[config.mk]
export PLATFORM = sky130hd
export DESIGN_NAME = slideshow_scanner
export DESIGN_NICKNAME = d
export VERILOG_FILES = /design/src/rtl/slideshow_scanner.sv
export SDC_FILE = /design/constraint.sdc
export NUM_CORES = 1
export LEC_CHECK = 0
export CAP_MARGIN = 20
export CORE_MARGIN = 2
export CORE_UTILIZATION = 48
export DETAILED_ROUTE_END_ITERATION = 8
export PLACE_DENSITY = 0.79
export SETUP_SLACK_MARGIN = 0.4
export SYNTH_ARGS = -nofsm -noshare
export SYNTH_HDL_FRONTEND = slang
export SYNTH_SLANG_ARGS = --single-unit
[constraint.sdc]
create_clock -name clock -period 2.8 [get_ports clock]
set_clock_uncertainty 0.2 [all_clocks]
set_input_delay 0.28 -clock clock [delete_from_list [all_inputs] [get_ports clock]]
set_output_delay 0.28 -clock clock [all_outputs]
set_load 0.03 [all_outputs]
[src/rtl/slideshow_scanner.sv]
// slideshow_scanner: raster-scans the framebuffer and plots one of NUM_IMAGES ROM images,
// swapping images only at frame boundaries. Define SLIDESHOW_REVERSE_EN to add prev_req.
module slideshow_scanner #(
    parameter int NUM_IMAGES    = 3,
    parameter int X_MAX         = 160,
    parameter int Y_MAX         = 120,
    parameter int XW            = 8,
    parameter int YW            = 7,
    parameter int COLOUR_BITS   = 3,
    parameter int DWELL_SECONDS = 10,
    parameter int IW            = 2
) (
    input  logic                              clock,
    input  logic                              reset,
    input  logic                              sec_tick,
    input  logic                              next_req,
`ifdef SLIDESHOW_REVERSE_EN
    input  logic                              prev_req,
`endif
    input  logic                              pause,
    input  logic [NUM_IMAGES*COLOUR_BITS-1:0] rom_data,
    output logic [XW-1:0]                     addr_x,
    output logic [YW-1:0]                     addr_y,
    output logic [XW-1:0]                     x,
    output logic [YW-1:0]                     y,
    output logic [COLOUR_BITS-1:0]            colour,
    output logic                              plot,
    output logic [IW-1:0]                     image_sel,
    output logic                              frame_done
);

    typedef enum logic {
        SCAN,
        SWAP
    } state_t;

    localparam logic [XW-1:0] LAST_X    = XW'(X_MAX - 1);
    localparam logic [YW-1:0] LAST_Y    = YW'(Y_MAX - 1);
    localparam logic [IW-1:0] LAST_IMG  = IW'(NUM_IMAGES - 1);
    localparam logic [7:0]    DWELL_END = 8'(DWELL_SECONDS);

    state_t        state, state_d;
    logic [XW-1:0] sx, sx_d;
    logic [YW-1:0] sy, sy_d;
    logic          scan_valid;
    logic          wrap;
    logic          load_sel;

    logic [7:0]    dwell;
    logic          advance_pending;
    logic          tick_fire;
    logic          dwell_hit;
    logic          user_any;
    logic          req_set;
    logic [IW-1:0] fwd_sel;
    logic [IW-1:0] pending_sel;

    logic [IW-1:0] sel_d;
    logic          live;

    assign addr_x = sx;
    assign addr_y = sy;

    assign fwd_sel = (image_sel == LAST_IMG) ? '0 : image_sel + 1'b1;

    assign tick_fire = sec_tick & ~pause;
    assign dwell_hit = tick_fire & ((dwell + 8'd1) == DWELL_END);

`ifdef SLIDESHOW_REVERSE_EN
    logic          user_fwd;
    logic          user_rev;
    logic          reverse_dir;
    logic [IW-1:0] rev_sel;

    // Simultaneous next/prev cancel each other, but still reset the dwell.
    assign user_fwd = next_req & ~prev_req;
    assign user_rev = prev_req & ~next_req;
    assign user_any = next_req | prev_req;
    assign req_set  = user_fwd | user_rev | (dwell_hit & ~user_any);
    assign rev_sel  = (image_sel == '0) ? LAST_IMG : image_sel - 1'b1;
    assign pending_sel = reverse_dir ? rev_sel : fwd_sel;

    always_ff @(posedge clock or posedge reset) begin
        if (reset) begin
            reverse_dir <= 1'b0;
        end else if (user_rev) begin
            reverse_dir <= 1'b1;
        end else if (user_fwd | (dwell_hit & ~user_any)) begin
            reverse_dir <= 1'b0;
        end
    end
`else
    assign user_any    = next_req;
    assign req_set     = next_req | dwell_hit;
    assign pending_sel = fwd_sel;
`endif

    always_ff @(posedge clock or posedge reset) begin
        if (reset) begin
            dwell <= '0;
        end else if (user_any || dwell_hit) begin
            dwell <= '0;
        end else if (tick_fire) begin
            dwell <= dwell + 8'd1;
        end
    end

    // A request landing in the SWAP cycle survives for the next boundary.
    always_ff @(posedge clock or posedge reset) begin
        if (reset) begin
            advance_pending <= 1'b0;
        end else if (load_sel) begin
            advance_pending <= req_set;
        end else if (req_set) begin
            advance_pending <= 1'b1;
        end
    end

    always_ff @(posedge clock or posedge reset) begin
        if (reset) begin
            image_sel <= '0;
        end else if (load_sel) begin
            image_sel <= pending_sel;
        end
    end

    always_ff @(posedge clock or posedge reset) begin
        if (reset) begin
            state <= SCAN;
            sx    <= '0;
            sy    <= '0;
        end else begin
            state <= state_d;
            sx    <= sx_d;
            sy    <= sy_d;
        end
    end

    always_comb begin
        state_d    = state;
        sx_d       = sx;
        sy_d       = sy;
        scan_valid = 1'b0;
        load_sel   = 1'b0;
        wrap       = 1'b0;
        unique case (state)
            SCAN: begin
                scan_valid = 1'b1;
                if (sx == LAST_X) begin
                    sx_d = '0;
                    if (sy == LAST_Y) begin
                        sy_d = '0;
                        wrap = 1'b1;
                        if (advance_pending) begin
                            state_d = SWAP;
                        end
                    end else begin
                        sy_d = sy + 1'b1;
                    end
                end else begin
                    sx_d = sx + 1'b1;
                end
            end
            SWAP: begin
                sx_d     = '0;
                sy_d     = '0;
                load_sel = 1'b1;
                state_d  = SCAN;
            end
            default: begin
                state_d = SCAN;
            end
        endcase
    end

    // Image index travels with the address so a swap never splits a pixel.
    always_ff @(posedge clock or posedge reset) begin
        if (reset) begin
            x          <= '0;
            y          <= '0;
            plot       <= 1'b0;
            frame_done <= 1'b0;
            sel_d      <= '0;
            live       <= 1'b0;
        end else begin
            x          <= sx;
            y          <= sy;
            plot       <= scan_valid;
            frame_done <= wrap;
            sel_d      <= image_sel;
            live       <= 1'b1;
        end
    end

    always_comb begin
        colour = '0;
        if (live) begin
            for (int k = 0; k < NUM_IMAGES; k++) begin
                if (sel_d == IW'(k)) begin
                    colour = rom_data[k*COLOUR_BITS +: COLOUR_BITS];
                end
            end
        end
    end

endmodule

# Word-level counts from Yosys, hierarchy flattened

Index checks and enable logic that the tools add are counted.

RAM bits: 0
Memories kept: 0
Input bits: 14
Flip-flop bits (word level): 47
Bits in read-only memories: 0
Word-level logic and storage cells: 55
Output and inout port bits: 37
Bits in latches: 0

Divide/modulo/power cells: 0
Reductions and logical operators: 4
Muxes and demuxes: 23
$lt $le $gt $ge: 0
Bitwise operators: 5
Shift-type cells: 0
Add/subtract/negate cells: 4
Equality and inequality tests: 7
Multiply operators: 0

Operators by type and width:

| cell                                                            | count |
|---|---|
| 8-bit 2-to-1 mux                                                | 3 |
| 8-bit by 1-bit adder with 8-bit output, second input constant   | 2 |
| 8-bit case mux with 2 select lines                              | 1 |
| 7-bit 2-to-1 mux                                                | 2 |
| 7-bit case mux with 2 select lines                              | 1 |
| 3-bit 2-to-1 mux                                                | 4 |
| 1-bit 2-to-1 mux                                                | 10 |
| 8-bit by 4-bit == test with 1-bit output, second input constant | 1 |
| 8-bit == test, second input constant                            | 1 |
| 7-bit by 1-bit adder with 7-bit output, second input constant   | 1 |
| 7-bit == test, second input constant                            | 1 |
| 2-bit == test, second input constant                            | 2 |
| 2-bit nonzero test                                              | 2 |
| 2-bit by 1-bit adder with 2-bit output, second input constant   | 1 |
| 1-bit AND                                                       | 2 |
| 2-bit by 1-bit == test with 1-bit output, second input constant | 1 |
| 2-bit logical NOT                                               | 1 |
| 2-bit 2-to-1 mux                                                | 1 |
| 2-bit inequality test, second input constant                    | 1 |
| 1-bit NOT                                                       | 2 |
| 1-bit case mux with 2 select lines                              | 1 |
| 1-bit logical OR                                                | 1 |
| 1-bit bitwise OR                                                | 1 |

# Longest topological paths before layout

Gate-level depths: netlist (run 1).

Word-level depth: 6
Gate-level depth with buffers: 5
Mapped depth without buffers: 5

# Worst setup path after synthesis (run 1)

No wires, ideal clock.

Path type: register -> register
Start: register sx[0], in the netlist addr_x[0]
End: register sy[6], in the netlist addr_y[6]
Clock period less this slack: 2.233 ns
Data required time: 2.522 ns
Library setup time: 0.078 ns
Data arrival time: 1.955 ns
Buffers on the path: 0
Slack: 0.567 ns
Stages on the path, launching flop included: 6
Cells stage by stage: dfrtp_1 > ha_1 > and4bb_2 > nand2_1 > or4b_2 > a21oi_1

Word-level cells in the longest chain between the ends: 2

RTL lines:

| element                                | RTL line | text |
|---|---|---|
| from (decl)                            | 43       | `logic [XW-1:0] sx, sx_d;` |
| from (signal assigned)                 | 130      | `sx <= '0;` |
| from (signal assigned)                 | 134      | `sx <= sx_d;` |
| 8-bit == test                          | 149      | `if (sx == LAST_X) begin` |
| 2-bit inequality test (no source line) | --       |  |
| to (signal assigned)                   | 135      | `sy <= sy_d;` |
| to (decl)                              | 44       | `logic [YW-1:0] sy, sy_d;` |

No other way between the ends.
A chain may end at the register's enable or synchronous reset.

# Worst setup path after layout (run 1)

Start: register dwell[0]
End: register dwell[1]

Word-level cells in the longest chain between the ends: 5
Elaborated cells on any way between the ends: 7
Classes of those cells: add/sub (1); eq/ne (1); mux (2); bitwise (1); reduce/logical (2)

RTL lines:

| element                                                       | RTL line | text |
|---|---|---|
| from (decl)                                                   | 49       | `logic [7:0] dwell;` |
| from (signal assigned)                                        | 104      | `dwell <= dwell + 8'd1;` |
| 8-bit by 1-bit adder with 8-bit output *                      | 67, 104  |  |
| 8-bit by 4-bit == test with 1-bit output                      | 67       | `assign dwell_hit = tick_fire & ((dwell + 8'd1) == DWELL_END);` |
| 1-bit AND                                                     | 67       |  |
| 1-bit logical OR                                              | 101      | `end else if (user_any \|\| dwell_hit) begin` |
| 8-bit 2-to-1 mux / 2-bit nonzero test (equally long branches) | --       |  |

Mark *: on every way between the ends. The rest lies on a longest branch, timed or not. The select of a mux whose other input is x is not followed.

==> results of run 1 <==
per-layer routing:
| metal | routed length (um) | vias up | track usage (%) |
|---|---|---|---|
| li1 | - | 704 | - |
| met1 | 1640 | 676 | 24.3 |
| met2 | 1780 | 49 | 28.2 |
| met3 | 284 | 5 | 5.59 |
| met4 | 59 | 0 | 6.75 |
| met5 | 0 | - | 0 |
final timing paths:
check	from	endpoint	cells past startpoint
hold / removal	reset	image_sel[0]	2
hold reg to reg	image_sel[0]	sel_d[0]	0
max in group asynchronous	reset	y[5]	3
min in group clock	image_sel[0]	sel_d[0]	0
setup reg to reg	dwell[0]	dwell[1]	5
setup / recovery	dwell[0]	dwell[1]	5
cell usage after synthesis:
| cell | number |
|---|---|
| dfrtp_1 | 47 |
| nor2_1 | 17 |
| nand3_1 | 12 |
| xor2_1 | 12 |
| nand2_1 | 11 |
| o21ai_0 | 10 |
| a21oi_1 | 8 |
| xnor2_1 | 7 |
| inv_1 | 5 |
| and2_1 | 4 |
| ha_1 | 4 |
| mux2i_1 | 4 |
| a211oi_1 | 3 |
| nor3_1 | 3 |
| or3_1 | 3 |
| and3_1 | 2 |
| clkbuf_1 | 2 |
| nand2b_1 | 2 |
| nor2b_1 | 2 |
| a2111oi_4 | 1 |
| a221o_1 | 1 |
| and4_1 | 1 |
| and4bb_2 | 1 |
| buf_1 | 1 |
| buf_2 | 1 |
| conb_1 | 1 |
| nand2_2 | 1 |
| nand3b_1 | 1 |
| nand4_1 | 1 |
| nand4b_1 | 1 |
| nor3b_1 | 1 |
| nor4_1 | 1 |
| or3_2 | 1 |
| or3b_2 | 1 |
| or4_4 | 1 |
| or4b_2 | 1 |
registers in the layout (all words and copies together), names as in the netlist:
register         flops
sel_d                2
dwell                8
live                 1
image_sel            2
state                1
addr_y               7
y                    7
x                    8
advance_pending      1
addr_x               8
frame_done           1
plot                 1
through the flow:
step,instance area (um^2),power [mW]
global route,2660,1.28
finish,2660,1.24
detailed placement,2550,0.756
global placement,2550,0.754
CTS,2660,1.25
floorplan,1980,0.724
critical path: cells and delay by family, from the launching register on:
family          cells  cell delay (ns)
flops               1             0.45
fa+ha+maj           1             0.29
simple gates        1             0.50
xor+xnor            1             0.18
compound gates      2             0.51
cells by family (layout without fill, tap and decap cells):
family | Yosys count | count (layout) | share of synthesized area (%)
simple gates | 68 | 68 | 18.3
flops | 47 | 47 | 59.3
fa+ha+maj | 4 | 4 | 2.52
mux | 4 | 4 | 2.02
other cells | 1 | 1 | 0.189
compound gates | 23 | 23 | 7.57
buf+inv | 9 | 65 | 1.77
xor+xnor | 19 | 19 | 8.39
timing repair:
item	in CTS	in global routing
endpoints found under the setup margin	3	0
hold buffers	0	0
gates resized for setup	3	0
buffers inserted	0	0
power by group through the flow:
stage,registers (mW),logic [mW],clock network [mW]
final,0.684,0.0549,0.496
after global placement,0.697,0.0571,0
after floorplan,0.697,0.0274,0
after global routing,0.684,0.0629,0.534
after detailed placement,0.697,0.0585,0
after CTS,0.684,0.0569,0.512
layout make-up:
cell class	count	share of cell area, %
sequential	47	44.3
multi-input combinational	119	29.1
tap	50	2.35
clock buffer	5	2.59
clock inverter	3	1.74
inverter	5	0.706
timing repair buffer	52	19.3
==> results.ini, run 1 <==
[clocking]
clk_pin_slew_ns = 0.08
cts_root_buf = clkbuf_8
cts_max_level = 2
numCtsBuffers = 5
cts_sinks = 47
worst_skew_pair.late_latency_ns = 0.30
cts_max_path_buffers = 2
tritoncts = built

[cells_and_area]
mostFrequentLayoutCells = 47 x dfrtp_1, 47 x clkdlybuf4s50_1, 17 x nor2_1
regArea_um2 = 1180
fin_cells = 281
final_nets = 248
areaGrowthSynthToFinish_pct = 33.9
final_core_util_pct = 66.4
fillers = 356
drive_gt1_share_pct = 7.79
diodes = 0
multi_input_area_um2 = 773

[flow_run]
drv_cap = 0

[status]
outcome = completed

[sta]
period_share_pct = 80.3
maxSlewViolCount = 0
fin_ws_ns = 0.552
worst_pin_slew_ns = 0.516
fmax_mhz = 445
hold_ws_ns = 0.114
rsz0062_at_grt = no
finalSetupTns_ns = 0
hold_violations = 0
setup_violations = 0
slew_headroom_pct = 65.6
period_needed_ns = 2.25

[pwr]
power_density_nw_per_um2 = 465
vdd_drop_max_mv = 0.318
comb_power_share_pct = 4.4
p_int_mw = 0.976
switching_share_pct = 21.0
clkPwrFrac_pct = 40.2
p_sw_mw = 0.260
leakagePower_nw = 1.14
p_seq_share_pct = 55.4

[grt]
track_usage_pct = 18.3
grt_pass1_wl_mm = 6.27
grt_overflow = 0
antenna_found_initial = 0
grt_max_degree = 24
first_global_vias = 1333

[drt]
drcViolationCount = 0
vias = 1434
first_pass_iters = 4
routed_wl_mm = 3.76
wl_per_cell_um = 13.4
ant_nets = 0
vias_per_cell = 5.10
drtIter0Drc = 47

[floorplan]
core_area_um2 = 4000
pin_count = 51
die-area_um2 = 4660
initial_core_util_pct = 49.6
die_y_um = 68.3
std_cell_rows = 23
dieWidth_um = 68.3

[worst_setup_path]
slowest_delay_ns = 0.50
end_kind = flop
crit_fanout = 5
r2r_slack_ns = 0.55
cp.arrival_ns = 2.21
path_cells = ha_1 > xor2_1 > or3b_2 > a2111oi_4 > a211oi_1
cp-start-kind = flop
critPathRequiredTime_ns = 2.77
crit_type = flop to flop
slowest_stage = or3b_2

[synth]
synthDominantCellAreaShare_pct = 59.3
synth_area_leader_cell = dfrtp_1
synth-seq-area-share_pct = 59.3
syn_area_per_cell_um2 = 11.3
ys_types = 36
yosys-top-cells-area = dfrtp_1 59%, xor2_1 5.3%, nor2_1 3.2%
synthesis.nets = 193
yosysWarnings = 0
synth_area_um2 = 1980
synth-seq-cells = 47
syn_inst = 175

[placed_design]
placed_cells = 273
gp_congestion = 0.877
dp_worst_setup_slack_ns = 0.504
numPortBuffers = 50
dp.final_hpwl_mm = 2.80

[min_path]
hold_path_class = input port to async pin

(Power assumes the default switching activity.)
==> run 2, diff against run 1 <==
- clock period: 2.8 -> 2.2 ns (I/O delays scaled with it)
==> run 2 against run 1 <==
Net effect: total power rose by 22%; critical path type unchanged; core utilization grew 6.0 points; first-iteration DRC count is 13% higher; register-to-register slack worse by 0.45 ns; sequential power rose by 27%; clock-buffer cell count is 3 higher; final area up 9.1%; worst setup slack worse by 0.45 ns; non-clock buffer count increased by 21; critical endpoint is now advance_pending.
==> results.ini, run 2 (same netlist as run 1, synthesis figures left out) <==
[status]
outcome = completed

[cells_and_area]
fin_cells = 302  ; +7.5%
drive_gt1_share_pct = 24.2  ; +16 points
diodes = 0  ; unchanged
final_common_cell = dfrtp_1
regArea_um2 = 1190  ; +0.85%
mostFrequentLayoutCells = 39 x dfrtp_1, 30 x clkdlybuf4s50_1, 21 x buf_4
areaGrowthSynthToFinish_pct = 46.1
final_nets = 269  ; +8.5%
multi_input_area_um2 = 856  ; +11%
fillers = 292  ; -18%

[pwr]
comb_power_share_pct = 5.4  ; +1.0 points
p_sw_mw = 0.316  ; +22%
p_seq_share_pct = 57.6  ; +2.2 points
p_int_mw = 1.19  ; +22%
power_density_nw_per_um2 = 521  ; +12%
leakagePower_nw = 1.33  ; +16%
vdd_drop_max_mv = 0.344  ; +8.2%
switching_share_pct = 20.9  ; -0.092 points
clkPwrFrac_pct = 37.0  ; -3.2 points

[sta]
hold_ws_ns = 0.0459  ; -0.0684 ns
maxSlewViolCount = 0  ; unchanged
period_share_pct = 95.4  ; +15 points
period_needed_ns = 2.10  ; -0.149 ns
hold_violations = 0  ; unchanged
fmax_mhz = 476  ; +7.1%
finalSetupTns_ns = 0  ; unchanged
rsz0062_at_grt = yes
setup_violations = 0  ; unchanged

[worst_setup_path]
worstReg2RegStart = dwell[1]
r2r_cells = 5  ; unchanged
crit_fanout = 4  ; -1
path_buf_inv = 0  ; unchanged
path_cells = ha_4 > xor2_1 > or4_4 > a2111oi_4 > a221o_1
reg2reg_to = advance_pending
crit_start = dwell[1]
cp-start-kind = flop
cp.arrival_ns = 2.14  ; -0.07 ns
slowest_stage = dfrtp_2
critPathRequiredTime_ns = 2.24  ; -0.53 ns
crit_family = compound AO/OA/AOI/OAI gates
r2r_slack_ns = 0.10  ; -0.45 ns
end_kind = flop
crit_type = flop to flop
slowest_delay_ns = 0.44  ; -0.06 ns

[grt]
first_global_vias = 1431  ; +7.4%
antenna_found_initial = 0  ; unchanged
track_usage_pct = 19.3  ; +1.1 points
grt_overflow = 0  ; unchanged
grt_pass1_wl_mm = 6.60  ; +5.3%
grt_max_degree = 29  ; +21%

[drt]
first_pass_iters = 4  ; unchanged
routed_wl_mm = 4.33  ; +15%
drtIter0Drc = 53  ; +13%
vias = 1567  ; +9.3%
vias_per_cell = 5.19  ; +1.7%
drcViolationCount = 0  ; unchanged
ant_nets = 0  ; unchanged
wl_per_cell_um = 14.3  ; +7.0%

[floorplan]
core_area_um2 = 4000  ; unchanged
dieWidth_um = 68.3  ; unchanged
die-area_um2 = 4660  ; unchanged
pin_count = 51  ; unchanged
initial_core_util_pct = 49.6  ; unchanged
std_cell_rows = 23  ; unchanged
die_y_um = 68.3  ; unchanged

[clocking]
cts_root_buf = clkbuf_8
cts_max_path_buffers = 2  ; unchanged
tritoncts = built
cts_sinks = 47  ; unchanged
worst_skew_pair.late_latency_ns = 0.30  ; about the same
numCtsBuffers = 5  ; unchanged
clk_pin_slew_ns = 0.08  ; about the same
cts_max_level = 2  ; unchanged
ctsHoldBuffers = 0  ; unchanged

[placed_design]
dp.final_hpwl_mm = 2.78  ; -0.85%
gp_congestion = 0.804  ; -8.4%
numPortBuffers = 50  ; unchanged
placed_cells = 276  ; +1.1%

[min_path]
hold_path_class = input port to async pin

[flow_run]
drv_cap = 0  ; unchanged

## run 2: cell types whose count changed in the layout (fill, tap and decap cells not counted), sizes merged, moves of 3 or more
cell | previous run | this run
buf | 2 | 26
clkdlybuf4s50 | 47 | 30
dlygate4sd2 | 3 | 16
clkbuf | 5 | 8
## run 2: how the worst max path moves through the flow
stage / endpoint / slack (ns) / cells past startpoint
2_1_floorplan: dwell[0] / 0.21 / 5
3_3_place_gp: colour[0] / 0.09 / 5
3_5_place_dp: dwell[0] / 0.06 / 5
4_1_cts: advance_pending / 0.05 / 5
5_1_grt: dwell[1] / 0.05 / 5
6_report: advance_pending / 0.10 / 5
## run 2: metrics by stage
step                instance area, um^2  total power, mW  worst slack, ns  utilization [%]
finish                             2900             1.51            0.101             72.5
global route                       2900             1.57           0.0491             72.5
CTS                                2800             1.52           0.0489             69.9
detailed placement                 2620            0.966           0.0552             65.5
global placement                   2620            0.964           0.0868             65.5
floorplan                          2020            0.922            0.208                -
## run 2: routing by layer
metal	up-vias	GRT usage (%)	routed length [um]
met5	-	0	0
met3	7	4.61	272
met1	756	24.2	1920
met4	0	8.00	57
li1	749	-	-
met2	55	32.0	2080
## run 2: area by class of cell
| class | count | share of cell area [%] |
|---|---|---|
| Sequential cell | 47 | 40.9 |
| Inverter | 5 | 0.647 |
| Multi-Input combinational cell | 119 | 29.5 |
| Timing Repair Buffer | 73 | 23.3 |
| Tap cell | 50 | 2.16 |
| Clock buffer | 8 | 3.45 |
## run 2: timing repair
item	CTS	global route
endpoints found under the setup margin	27	15
gates cloned	0	0
endpoints found under the hold margin	0	0
resized for setup	37	25
pin swaps	6	11
setup buffers	11	7
## run 2: power groups by stage
| stage | Clock [mW] | Combinational [mW] | Sequential (mW) |
|---|---|---|---|
| 2_1_floorplan | 0 | 0.0350 | 0.887 |
| 3_3_place_gp | 0 | 0.0757 | 0.888 |
| 3_5_place_dp | 0 | 0.0776 | 0.889 |
| 4_1_cts | 0.571 | 0.0806 | 0.870 |
| 5_1_grt | 0.604 | 0.0910 | 0.870 |
| 6_report | 0.559 | 0.0816 | 0.870 |
